===== config.mk =====
export PLATFORM = sky130hd
export DESIGN_NAME = audio_write_arbiter
export DESIGN_NICKNAME = d
export VERILOG_FILES = /design/src/rtl/audio_write_arbiter.sv
export SDC_FILE = /design/constraint.sdc
export NUM_CORES = 1
export LEC_CHECK = 0
export BUFFER_PORTS_ARGS = -buffer_cell sky130_fd_sc_hd__buf_4
export CAP_MARGIN = 10
export CELL_PAD_IN_SITES_DETAIL_PLACEMENT = 1
export CELL_PAD_IN_SITES_GLOBAL_PLACEMENT = 2
export CORE_MARGIN = 2
export CORE_UTILIZATION = 28
export DETAILED_ROUTE_END_ITERATION = 10
export PLACE_DENSITY_LB_ADDON = 0.1
export SETUP_SLACK_MARGIN = 0.1
export SLEW_MARGIN = 20
export SYNTH_ARGS = -nofsm -noshare
export SYNTH_HDL_FRONTEND = slang
export SYNTH_SLANG_ARGS = --single-unit

===== constraint.sdc =====
create_clock -name ACLK -period 5.35 [get_ports ACLK]
set_clock_uncertainty 0.2 [all_clocks]
set_input_delay 0.2675 -clock ACLK [delete_from_list [all_inputs] [get_ports ACLK]]
set_output_delay 0.2675 -clock ACLK [all_outputs]
set_load 0.005 [all_outputs]

===== src/rtl/audio_write_arbiter.sv =====
// ============================================================================
// Module   : audio_write_arbiter
// Brief    : Four-requester round-robin arbiter that issues single-beat
//            writes (4-bit address, 7-bit data) to an audio parameter slave
//            over separate address, data and response handshakes.
//            Optional macro AUDIO_WRITE_ARBITER_TIMEOUT_EN adds a per-
//            transaction abort after TIMEOUT cycles in SEND plus RESP.
// Revision : 1.0 - initial release
// ============================================================================
`default_nettype none

module audio_write_arbiter #(
   parameter int TIMEOUT = 255
) (
   input  logic        ACLK,
   input  logic        ARESETn,
   input  logic [3:0]  REQ,
   input  logic [15:0] REQ_ADDR,
   input  logic [27:0] REQ_DATA,
   output logic [3:0]  ACK,
   output logic        ERR,
   output logic        BUSY,
   output logic [3:0]  AWADDR,
   output logic        AWVALID,
   input  logic        AWREADY,
   output logic [6:0]  WDATA,
   output logic        WVALID,
   input  logic        WREADY,
   input  logic        BVALID,
   output logic        BREADY
);

   typedef enum logic [1:0] {
      S_IDLE = 2'd0,
      S_SEND = 2'd1,
      S_RESP = 2'd2,
      S_DONE = 2'd3
   } state_t;

   state_t      r_state;
   logic [1:0]  r_last;
   logic [1:0]  r_gnt;
   logic [3:0]  r_awaddr;
   logic [6:0]  r_wdata;
   logic        r_awvalid;
   logic        r_wvalid;
   logic        r_bready;
   logic [3:0]  r_ack;
   logic        r_busy;
   logic [1:0]  w_gnt_idx;
   logic        w_aw_done;
   logic        w_w_done;
   logic        w_abort;

`ifdef AUDIO_WRITE_ARBITER_TIMEOUT_EN
   localparam logic [7:0] c_TO_LAST = 8'(TIMEOUT - 1);
   logic [7:0]  r_cnt;
   logic        r_err;

   // Abort on the TIMEOUT-th cycle spent in SEND or RESP.
   assign w_abort = ((r_state == S_SEND) || (r_state == S_RESP)) && (r_cnt == c_TO_LAST);
   assign ERR     = r_err;
`else
   logic        w_unused;

   assign w_unused = (TIMEOUT > 255);
   assign w_abort  = 1'b0;
   assign ERR      = 1'b0;
`endif

   // Round-robin pick: lowest offset after the last grant wins; the last
   // granted requester itself (offset 4) has the lowest priority.
   always_comb begin
      w_gnt_idx = r_last;
      for (int i = 4; i >= 1; i--) begin
         if (REQ[2'(r_last + 2'(i))]) begin
            w_gnt_idx = 2'(r_last + 2'(i));
         end
      end
   end

   // A handshake is complete if it finished earlier or finishes this cycle.
   assign w_aw_done = !r_awvalid || AWREADY;
   assign w_w_done  = !r_wvalid  || WREADY;

   // Transaction sequencer with all bus outputs registered.
   always_ff @(posedge ACLK or negedge ARESETn) begin
      if (!ARESETn) begin
         r_state   <= S_IDLE;
         r_last    <= 2'd3;
         r_gnt     <= 2'd0;
         r_awaddr  <= 4'd0;
         r_wdata   <= 7'd0;
         r_awvalid <= 1'b0;
         r_wvalid  <= 1'b0;
         r_bready  <= 1'b0;
         r_ack     <= 4'd0;
         r_busy    <= 1'b0;
`ifdef AUDIO_WRITE_ARBITER_TIMEOUT_EN
         r_cnt     <= 8'd0;
         r_err     <= 1'b0;
`endif
      end else begin
`ifdef AUDIO_WRITE_ARBITER_TIMEOUT_EN
         if ((r_state == S_SEND) || (r_state == S_RESP)) begin
            r_cnt <= r_cnt + 8'd1;
         end
`endif
         case (r_state)
            S_IDLE: begin
               if (|REQ) begin
                  r_gnt     <= w_gnt_idx;
                  r_last    <= w_gnt_idx;
                  r_awaddr  <= REQ_ADDR[4*w_gnt_idx +: 4];
                  r_wdata   <= REQ_DATA[7*w_gnt_idx +: 7];
                  r_awvalid <= 1'b1;
                  r_wvalid  <= 1'b1;
                  r_busy    <= 1'b1;
                  r_state   <= S_SEND;
`ifdef AUDIO_WRITE_ARBITER_TIMEOUT_EN
                  r_cnt     <= 8'd0;
`endif
               end
            end
            S_SEND, S_RESP: begin
               if (w_abort) begin
                  r_awvalid <= 1'b0;
                  r_wvalid  <= 1'b0;
                  r_bready  <= 1'b0;
                  r_ack     <= 4'b0001 << r_gnt;
                  r_state   <= S_DONE;
`ifdef AUDIO_WRITE_ARBITER_TIMEOUT_EN
                  r_err     <= 1'b1;
`endif
               end else if (r_state == S_SEND) begin
                  if (AWREADY) r_awvalid <= 1'b0;
                  if (WREADY)  r_wvalid  <= 1'b0;
                  if (w_aw_done && w_w_done) begin
                     r_bready <= 1'b1;
                     r_state  <= S_RESP;
                  end
               end else if (BVALID && r_bready) begin
                  r_bready <= 1'b0;
                  r_ack    <= 4'b0001 << r_gnt;
                  r_state  <= S_DONE;
               end
            end
            S_DONE: begin
               r_ack   <= 4'd0;
               r_busy  <= 1'b0;
               r_state <= S_IDLE;
`ifdef AUDIO_WRITE_ARBITER_TIMEOUT_EN
               r_err   <= 1'b0;
`endif
            end
            default: r_state <= S_IDLE;
         endcase
      end
   end

   assign AWADDR  = r_awaddr;
   assign WDATA   = r_wdata;
   assign AWVALID = r_awvalid;
   assign WVALID  = r_wvalid;
   assign BREADY  = r_bready;
   assign ACK     = r_ack;
   assign BUSY    = r_busy;

endmodule

`default_nettype wire


==> flow_summary.json <==
{
  "ctsHtreeMaxLevel": 1,
  "p_total_mw": 1.06,
  "clk_path_buf_depth": 2,
  "cts_sinks": 25,
  "clk_latency_ns": 0.27,
  "wirelength_mm": 4.68,
  "holdPathStages": 3,
  "synth_top_family_by_area": "compound AO/OA/AOI/OAI gates",
  "die_h_um": 80.6,
  "slew-limit-headroom_pct": 57.2,
  "port_buffers": 71,
  "io_pins": 73,
  "finalHoldWorstSlack_ns": 0.130,
  "ys_types": 34,
  "synth-xor-area-share_pct": 0,
  "yosysWarningCount": 0,
  "cts_tree": "done",
  "antenna_found_initial": 0,
  "final_area_mm2": 0.00225,
  "dp_slack_ns": 2.81,
  "p_per_area_mw_per_mm2": 470,
  "fin_crit_ns": 2.51,
  "cts_buffers": 3,
  "min_path_type": "in2reg",
  "synth-simple-area-share_pct": 14.1,
  "synth_compound_area_share_pct": 25.8,
  "grt_pass1_vias": 1575,
  "synth-seq-cells": 25,
  "avgSynthCellArea_um2": 9.07,
  "crit_cells": 6,
  "clkSlewWorstSetupHoldPaths_ns": 0.10,
  "vdd_ir_drop_max_uv": 138,
  "grt_pass1_wl_mm": 7.52,
  "slowest_delay_ns": 0.61,
  "coreArea_mm2": 0.00557,
  "ff2ff_path_depth": 6,
  "overflow": 0,
  "drive_above_1_share_pct": 37.7,
  "place_hpwl_mm": 3.51,
  "cp_top_family": "flip-flops",
  "wl_per_cell_um": 14.7,
  "slew_violations": 0,
  "synthCells": 181,
  "leakagePower_nw": 1.08,
  "fin_tns_setup_ns": 0,
  "criticalPathCategory": "reg2reg",
  "setup_ws_ns": 2.84,
  "crit_arrival_ns": 2.44,
  "worstPathCellList": "nand2b_1 -> a21o_1 -> and3_1 -> buf_4 -> mux2i_1 -> a211oi_1",
  "placed_cell_area_mm2": 0.00219,
  "grt_setup_unrepaired": "no",
  "syn_area_mm2": 0.00164,
  "critPathMaxFanout": 21,
  "start_util_pct": 29.5,
  "worstPathRequired_ns": 5.28,
  "place.gp.congestion": 0.799,
  "rows": 27,
  "die_w_um": 80.6,
  "fin_util_pct": 40.4,
  "nets": 305,
  "via_per_inst": 4.86,
  "synth_nets": 238,
  "drtAntennaViolNets": 0,
  "setup.worst_path.end_class": "flip-flop",
  "hold_viol": 0,
  "yosysSeqAreaShare_pct": 38.3,
  "dr_total_vias": 1549,
  "post-route-drc-count": 0,
  "first_pass_iters": 4,
  "fillerInstances": 675,
  "diodes": 0,
  "final-setup-viol-count": 0,
  "area_delta_synth_final_pct": 37.3,
  "critPathLaunchType": "flip-flop",
  "slowest_stage": "dfstp_2",
  "status": "completed",
  "synth-adder-area-share_pct": 3.05,
  "dieArea_mm2": 0.00649,
  "synth.area.mux_share_pct": 8.69,
  "drtIter0Drc": 29,
  "min_period_over_period_pct": 47.0,
  "grt_max_degree": 26,
  "post_cts_buffers": 0,
  "fin_cells": 319,
  "place_inst": 314,
  "maxCapViolCount": 0,
  "root_buffer": "clkbuf_8",
  "fmax_mhz": 398,
  "gr-usage-all-layers_pct": 15.1,
  "path_buf_inv": 1,
  "worst_pin_slew_ns": 0.642
}
[synthesized netlist by cell type (all sizes together)]
| cell type | n | share of area (%) |
|---|---|---|
| buf | 5 | 3.7 |
| nor3 | 2 | 0.61 |
| dfstp | 2 | 3.2 |
| or2b | 1 | 0.69 |
| conb | 1 | 0.23 |
| nor2 | 19 | 4.3 |
| dfrtp | 23 | 35 |
| nor4 | 1 | 0.76 |
| and2 | 1 | 0.38 |
| and3 | 1 | 0.38 |
| o21ai | 8 | 2.4 |
| clkbuf | 7 | 1.6 |
| mux2 | 2 | 1.4 |
| nand4b | 1 | 0.53 |
| inv | 20 | 4.6 |
| nor3b | 1 | 0.46 |
| nor2b | 1 | 0.38 |
| nand2 | 12 | 2.7 |
| a211oi | 22 | 13 |
| a211o | 1 | 0.61 |
| a22o | 2 | 1.1 |
| mux2i | 12 | 7.3 |
| a21oi | 7 | 2.1 |
| a22oi | 1 | 0.46 |
| nand3 | 3 | 0.91 |
| ha | 4 | 3.0 |
| a31oi | 12 | 4.6 |
| a21o | 2 | 0.91 |
| a31o | 1 | 0.53 |
| o221ai | 1 | 0.53 |
| nand2b | 5 | 1.9 |
[layout by cell type (no fill, tap or decap), drive strengths merged, types with 2 or more instances in the layout]
master  synthesis  routed
inv            20      20
buf             5      73
mux2i          12      12
dfstp           2       2
nand3           3       3
nor3            2       2
a21o            2       2
a22o            2       2
ha              4       4
a21oi           7       7
clkbuf          7       3
a31oi          12      12
nand2b          5       5
dfrtp          23      23
a211oi         22      22
mux2            2       2
nor2           19      19
o21ai           8       8
nand2          12      12
[tightest hold or removal path: stages]
cell and delay (ns):
buf_4 0.10, mux2i_1 0.11, a211oi_1 0.08
[final timing paths]
| check | from | end | slack [ns] |
|---|---|---|---|
| max | r_last[1] | WDATA[2] | 2.84 |
| min | REQ_ADDR[7] | AWADDR[3] | 0.13 |
| max reg2reg | r_last[1] | WDATA[2] | 2.84 |
| min reg2reg | r_last[1] | r_last[1] | 0.32 |
| max in group asynchronous | ARESETn | r_last[0] | 4.42 |
| min in group asynchronous | ARESETn | BREADY | 0.23 |
[sequential cells by signal, indices dropped and copies added (netlist names)]
register and cells:
WDATA 7, ACK 4, AWADDR 4, r_gnt 2, r_last 2, r_state 2
AWVALID 1, BREADY 1, BUSY 1, WVALID 1
[repair_timing]
action / 4_1_cts / 5_1_grt
hold buffers: 1 / 0
hold endpoints to repair: 25 / 0
gates resized for setup: 0 / 0
[logic make-up (layout without fill, tap and decap cells)]
| logic type | after synthesis | in the layout |
|---|---|---|
| fa+ha+maj | 4 | 4 |
| flops | 25 | 25 |
| compound gates | 57 | 57 |
| other cells | 1 | 1 |
| mux | 14 | 14 |
| simple gates | 48 | 48 |
| buf+inv | 32 | 98 |
[per-layer routing]
metal  global-route usage, %  routed length (µm)  vias up  part of all wire (%)
met5                       0                   0        -                     0
met4                    3.22                  19        0                  0.41
met3                    3.60                 275        2                   5.9
met2                    27.8                2360       41                    50
met1                    17.5                2030      737                    43
li1                        -                   -      769                     -
[power by group]
part	leakage [nW]	switching (mW)	internal, mW
registers	0.293	0.0686	0.284
logic	0.767	0.304	0.282
clock network	0.0217	0.0681	0.0529
total	1.08	0.440	0.619
[final cells by class]
| cell class | instances | area [µm²] | share of cell area, % |
|---|---|---|---|
| Tap cell | 72 | 90.1 | 4.00 |
| Sequential cell | 25 | 628 | 27.9 |
| Inverter | 20 | 75.1 | 3.33 |
| Clock inverter | 1 | 7.51 | 0.333 |
| Clock buffer | 3 | 41.3 | 1.83 |
| Timing Repair Buffer | 74 | 558 | 24.8 |
| Multi-Input combinational cell | 124 | 855 | 37.9 |
No activity file was read; power rests on OpenSTA's default activity.
